===== src/rtl/tone_audio_pkg.sv =====
// Shared widths, envelope states and sample formation for the tone I2S output stage.
// Pure declarations; no latency or backpressure.
package tone_audio_pkg;

    localparam int SAMPLE_W   = 16;
    localparam int AMP_W      = 15;
    localparam int FRAME_BITS = 64;
    localparam int BIT_W      = $clog2(FRAME_BITS);

    typedef enum logic [1:0] {
        IDLE    = 2'd0,
        ATTACK  = 2'd1,
        SUSTAIN = 2'd2,
        RELEASE = 2'd3
    } env_state_t;

    // Magnitude is zero-extended before negation so 0x7800 becomes 0x8800, never wraps.
    function automatic logic [SAMPLE_W-1:0] signed_sample(input logic positive,
                                                         input logic [AMP_W-1:0] amp);
        logic [SAMPLE_W-1:0] mag;
        mag = {1'b0, amp};
        return positive ? mag : (~mag + SAMPLE_W'(1));
    endfunction

endpackage


===== src/rtl/i2s_clk_div.sv =====
// I2S bit clock / bit index generator; frame_tick is combinational on the clk edge where bit_idx wraps.
// Free-running, no backpressure.
module i2s_clk_div
    import tone_audio_pkg::*;
#(
    parameter int BCLK_HALF = 16
) (
    input  logic             clk,
    input  logic             reset,
    output logic             aud_bclk,
    output logic [BIT_W-1:0] bit_idx,
    output logic             frame_tick
);

    localparam int CNT_W = (BCLK_HALF > 1) ? $clog2(BCLK_HALF) : 1;
    localparam logic [CNT_W-1:0] CNT_LAST = CNT_W'(BCLK_HALF - 1);
    localparam logic [BIT_W-1:0] BIT_LAST = BIT_W'(FRAME_BITS - 1);

    logic [CNT_W-1:0] bclk_cnt;
    logic             half_end;

    assign half_end   = (bclk_cnt == CNT_LAST);
    // Bit index only advances on the falling toggle, so a wrap implies aud_bclk is high now.
    assign frame_tick = half_end && aud_bclk && (bit_idx == BIT_LAST);

    always_ff @(posedge clk) begin
        if (reset) begin
            bclk_cnt <= '0;
            aud_bclk <= 1'b0;
            bit_idx  <= '0;
        end else if (half_end) begin
            bclk_cnt <= '0;
            aud_bclk <= ~aud_bclk;
            if (aud_bclk) begin
                bit_idx <= bit_idx + BIT_W'(1);
            end
        end else begin
            bclk_cnt <= bclk_cnt + CNT_W'(1);
        end
    end

endmodule


===== src/rtl/tone_i2s_tx.sv =====
// Speaker square wave -> enveloped 16-bit sample -> I2S; new sample each 64-BCLK frame, heard next frame.
// Free-running, no backpressure; ramping envelope only with TONE_I2S_ENVELOPE_EN defined.
module tone_i2s_tx
    import tone_audio_pkg::*;
#(
    parameter int BCLK_HALF = 16,
    parameter int ENV_STEP  = 8
) (
    input  logic       clk,
    input  logic       reset,
    input  logic       speaker_in,
    input  logic       enable,
    input  logic [3:0] volume,
    output logic       aud_bclk,
    output logic       aud_daclrck,
    output logic       aud_dacdat,
    output logic       sample_strobe,
    output logic       env_busy
);

    logic [BIT_W-1:0]    bit_idx;
    logic                frame_tick;
    logic [AMP_W-1:0]    amp;
    logic [AMP_W-1:0]    amp_nxt;
    logic [AMP_W-1:0]    target;
    logic [SAMPLE_W-1:0] sample;
    env_state_t          state;
    env_state_t          state_nxt;

    i2s_clk_div #(
        .BCLK_HALF (BCLK_HALF)
    ) u_clk_div (
        .clk        (clk),
        .reset      (reset),
        .aud_bclk   (aud_bclk),
        .bit_idx    (bit_idx),
        .frame_tick (frame_tick)
    );

    assign target = enable ? {volume, 11'b0} : '0;

`ifdef TONE_I2S_ENVELOPE_EN
    localparam logic [SAMPLE_W-1:0] STEP_W = SAMPLE_W'(ENV_STEP);

    logic [SAMPLE_W-1:0] up_sum;
    logic [SAMPLE_W-1:0] dn_lim;
    logic [AMP_W-1:0]    amp_up;
    logic [AMP_W-1:0]    amp_dn;

    always_comb begin
        up_sum = {1'b0, amp} + STEP_W;
        dn_lim = {1'b0, target} + STEP_W;
        amp_up = (up_sum > {1'b0, target}) ? target : up_sum[AMP_W-1:0];
        amp_dn = ({1'b0, amp} <= dn_lim) ? target : (amp - STEP_W[AMP_W-1:0]);
    end

    always_comb begin
        state_nxt = state;
        amp_nxt   = amp;
        case (state)
            IDLE: begin
                if (target != '0) state_nxt = ATTACK;
            end
            SUSTAIN: begin
                if (target > amp)      state_nxt = ATTACK;
                else if (target < amp) state_nxt = RELEASE;
            end
            ATTACK, RELEASE: begin
                // Direction follows the live target, so a crossing target flips ATTACK/RELEASE directly.
                if (target > amp)      amp_nxt = amp_up;
                else if (target < amp) amp_nxt = amp_dn;
                if (amp_nxt == target)     state_nxt = (target == '0) ? IDLE : SUSTAIN;
                else if (target > amp_nxt) state_nxt = ATTACK;
                else                       state_nxt = RELEASE;
            end
            default: begin
                state_nxt = IDLE;
                amp_nxt   = '0;
            end
        endcase
    end

    always_ff @(posedge clk) begin
        if (reset) begin
            env_busy <= 1'b0;
        end else if (frame_tick) begin
            env_busy <= (state_nxt == ATTACK) || (state_nxt == RELEASE);
        end
    end
`else
    always_comb begin
        amp_nxt   = target;
        state_nxt = (target == '0) ? IDLE : SUSTAIN;
    end

    assign env_busy = 1'b0;
`endif

    always_ff @(posedge clk) begin
        if (reset) begin
            state         <= IDLE;
            amp           <= '0;
            sample        <= '0;
            sample_strobe <= 1'b0;
        end else begin
            sample_strobe <= frame_tick;
            if (frame_tick) begin
                state  <= state_nxt;
                amp    <= amp_nxt;
                sample <= signed_sample(speaker_in, amp);
            end
        end
    end

    logic [4:0]          slot;
    logic [SAMPLE_W-1:0] shifted;

    // Slot 0 of each half-frame is the I2S delay bit; slots 1..16 carry the word MSB first.
    always_comb begin
        slot        = bit_idx[4:0];
        shifted     = sample << (slot - 5'd1);
        aud_dacdat  = (slot != 5'd0) && (slot <= 5'd16) && shifted[SAMPLE_W-1];
        aud_daclrck = bit_idx[BIT_W-1];
    end

endmodule


===== config.mk =====
export PLATFORM = sky130hd
export DESIGN_NAME = tone_i2s_tx
export DESIGN_NICKNAME = d
export VERILOG_FILES = /design/src/rtl/tone_audio_pkg.sv /design/src/rtl/i2s_clk_div.sv /design/src/rtl/tone_i2s_tx.sv
export SDC_FILE = /design/constraint.sdc
export NUM_CORES = 1
export LEC_CHECK = 0
export ABC_CLOCK_PERIOD_IN_PS = 1750
export CORE_MARGIN = 4
export CORE_UTILIZATION = 47
export CTS_CLUSTER_SIZE = 10
export DETAILED_ROUTE_END_ITERATION = 6
export PLACE_DENSITY = 0.82
export REMOVE_ABC_BUFFERS = 1
export SLEW_MARGIN = 20
export SYNTH_ARGS = -nofsm -noshare
export SYNTH_HDL_FRONTEND = slang
export SYNTH_HIERARCHICAL = 1
export SYNTH_SLANG_ARGS = --single-unit

===== constraint.sdc =====
create_clock -name clk -period 1.75 [get_ports clk]
set_input_delay 0.2625 -clock clk [delete_from_list [all_inputs] [get_ports clk]]
set_output_delay 0.2625 -clock clk [all_outputs]
set_load 0.01 [all_outputs]

==> impl_metrics.yaml <==
global_route:
  grt_pass1_wl_microns: 3420
  grt_pass1_vias: 806
  grt_use_total_pct: 15.6
  grt_remaining_overflow: 0
  antenna_found_initial: 0
  grt_max_degree: 22
route:
  drc: 0
  wl_per_cell_microns: 13.6
  vias: 918
  wirelength_microns: 2280
  viasPerCell: 5.50
  drtPass1Iterations: 4
  antenna_left: 0
  drt_iter0_drc: 15
setup_path:
  cp-start-kind: "flop"
  crit_type: "flop to output pin"
  required_ns: 1.49
  worstPathCellList: "inv_2 -> ha_4 -> or2_0 -> a221o_1 -> a21oi_1 -> buf_2"
  crit_fanout: 2
  crit_arrival_ns: 1.59
  cp_slowest_stage_delay_ns: 0.36
  cp_slowest_cell: "dfxtp_2"
  cp-end-kind: "output pin"
run_status:
  outcome: "finished, violations left"
  violations: "negative setup slack"
layout:
  register_area_sq_um: 423
  area_growth_pct: 29.8
  n_antenna_cell: 0
  fillCellCount: 159
  nNetsFinal: 153
  drive_above_1_share_pct: 22.9
  final_area_sq_um: 1320
  layout.core_utilization_pct: 65.8
  multi_input_area_sq_um: 576
timing:
  rsz0062_at_grt: "yes"
  hold_viol: 0
  setup_violations: 1
  period_share_pct: 106
  setup_tns_ns: -0.101
  period_needed_ns: 1.85
  max_clock_freq_ghz: 0.540
  drv_slew: 0
  skew_ns: 0.0131
  fin_ws_ns: -0.101
clock_tree:
  clk_pin_slew_ns: 0.11
  clock_sinks: 21
  clock_path_buffers: 2
  clk-insertion-delay-late_ns: 0.30
  cts_root_buffer: "clkbuf_4"
  cts_hold_buf: 0
  h-tree-depth: 1
  cts-buffers-inserted: 3
  cts_tree: "built"
logic_synthesis:
  synthAdderAreaFrac_pct: 4.93
  netlist_area_sq_um: 1010
  synth_top_family_by_area: "simple AND/OR/NAND/NOR gates"
  ys_types: 36
  yosys-mux-area-fraction_pct: 5.18
  ys_seq_area_share_pct: 41.4
  synth_simple_gate_area_share_pct: 22.8
  syn_avg_cell_area_sq_um: 8.82
  yosysWarnings: 6
  synth-xor-area-share_pct: 3.45
  netlist_instances: 115
  synth_compound_area_share_pct: 15.7
  synth-seq-cells: 21
die:
  coreArea_sq_um: 2000
  fp-row-count: 16
  die_x_microns: 54.5
  initial_core_util_pct: 50.7
  num_io_pins: 13
  die_y_microns: 54.5
  die-area_sq_um: 2970
place:
  postPlaceCellArea_sq_um: 1200
  dp.final_hpwl_microns: 1360
  pre_cts_slack_ns: -0.270
  gp_congestion: 0.755
  io_buffers: 11
power:
  leakage_nw: 0.469
  power_w: 0.000764
  p_per_area_nw_per_um2: 580
  vdd_ir_drop_max_uv: 373
flow_run:
  maxCapViolations: 0
hold_path:
  hold_path_class: "flop to flop"
[layer usage]
metal  GRT usage [%]  vias to the layer above  wire length (microns)
met5               0                        -                      0
met4            4.56                        0                     34
met3            1.91                        4                     80
met2            29.5                       21                   1240
met1            18.1                      435                    928
li1                -                      458                      -
[cell families after synthesis]
group,after synthesis
simple gates,41
compound gates,26
flops,21
buf+inv,14
fa+ha+maj,4
xor+xnor,4
mux,4
other cells,1
[cell type report]
| class | instances | area share, % |
|---|---|---|
| clock inverter | 1 | 0.380 |
| tap | 27 | 2.56 |
| inverter | 8 | 2.28 |
| clock buffer | 3 | 1.71 |
| timing repair buffer | 27 | 17.3 |
| multi-input combinational | 80 | 43.7 |
| sequential | 21 | 32.1 |
[repair_timing]
| action | 4_1_cts | 5_1_grt |
|---|---|---|
| gates resized for setup | 11 | 10 |
| cloned | 0 | 2 |
| setup buffers | 1 | 3 |
| endpoints found under the setup margin | 4 | 5 |
| pin swaps | 4 | 3 |
[cell usage in the layout (no fill, tap or decap), drive strengths merged, types with 3 or more instances in the layout]
| master | n |
|---|---|
| nor2 | 7 |
| nor3 | 3 |
| dfxtp | 21 |
| inv | 8 |
| o21ai | 6 |
| buf | 17 |
| nand3 | 8 |
| clkdlybuf4s50 | 10 |
| nand2b | 3 |
| mux2i | 3 |
| clkbuf | 3 |
| or3 | 5 |
| nor3b | 3 |
| xnor2 | 3 |
| ha | 4 |
| a21oi | 13 |
[metrics by stage]
stage / hold WS [ns] / cells
final: 0.478 / 167
after global routing: 0.510 / 167
after detailed placement: 0.467 / 157
after global placement: 0.457 / 157
after CTS: 0.482 / 162
after floorplan: 0.330 / 109
[worst max-delay path: cells and delay by family (launching register included)]
family                     cells  cell delay (ns)
AOI/OAI and AO/OA              2             0.40
adders and majority gates      1             0.15
buffers and inverters          2             0.19
DFF                            1             0.36
and+or+nand+nor                1             0.19
[cell usage after synthesis]
library cell  number  area [sq um]
nand3_1            8          40.0
a221o_1            1          10.0
ha_1               4          50.1
mux2i_1            3          30.0
nor2_1             7          26.3
nor2b_1            1          6.26
mux4_2             1          22.5
or2_0              1          6.26
nor3_1             3          15.0
and3_1             2          12.5
buf_2              2          10.0
inv_1              8          30.0
or2b_1             2          15.0
xnor2_1            3          26.3
buf_1              1          3.75
nand3b_1           1          7.51
dfxtp_1           21           420
nand4b_1           1          8.76
xor2_1             1          8.76
a311oi_1           1          8.76
clkbuf_1           1          3.75
nand4_1            1          6.26
nand2_1            2          7.51
o31ai_1            1          7.51
a311oi_2           1          15.0
a211oi_1           1          7.51
o311ai_0           1          8.76
conb_1             1          3.75
or3_1              5          31.3
nor3b_1            3          22.5
o21ai_0            6          30.0
or4_1              1          7.51
nand2b_1           3          18.8
a31oi_1            1          6.26
buf_4              2          15.0
a21oi_1           13          65.1
[state kept, by name, indices dropped and copies added (netlist names)]
name                count
sample                  5
u_clk_div/bclk_cnt      4
u_clk_div/bit_idx       6
u_clk_div/aud_bclk      1
sample_strobe           1
amp                     4
[worst paths after layout]
kind,from,to,slack [ns],cells after the start
worst min register to register,sample[15],sample[15],0.48,2
worst min-delay path,sample[15],sample[15],0.48,2
worst max-delay path,u_clk_div/bit_idx[0],aud_dacdat,-0.10,6
worst max register to register,u_clk_div/bclk_cnt[0],sample[14],0.05,7
[power breakdown]
group	leakage [nW]	switching [W]	internal (W)
combinational	0.281	0.0000187	0.0000233
sequential	0.171	0.00000673	0.000484
clock	0.0177	0.000146	0.0000851
total	0.469	0.000172	0.000592
(Power assumes the default switching activity.)
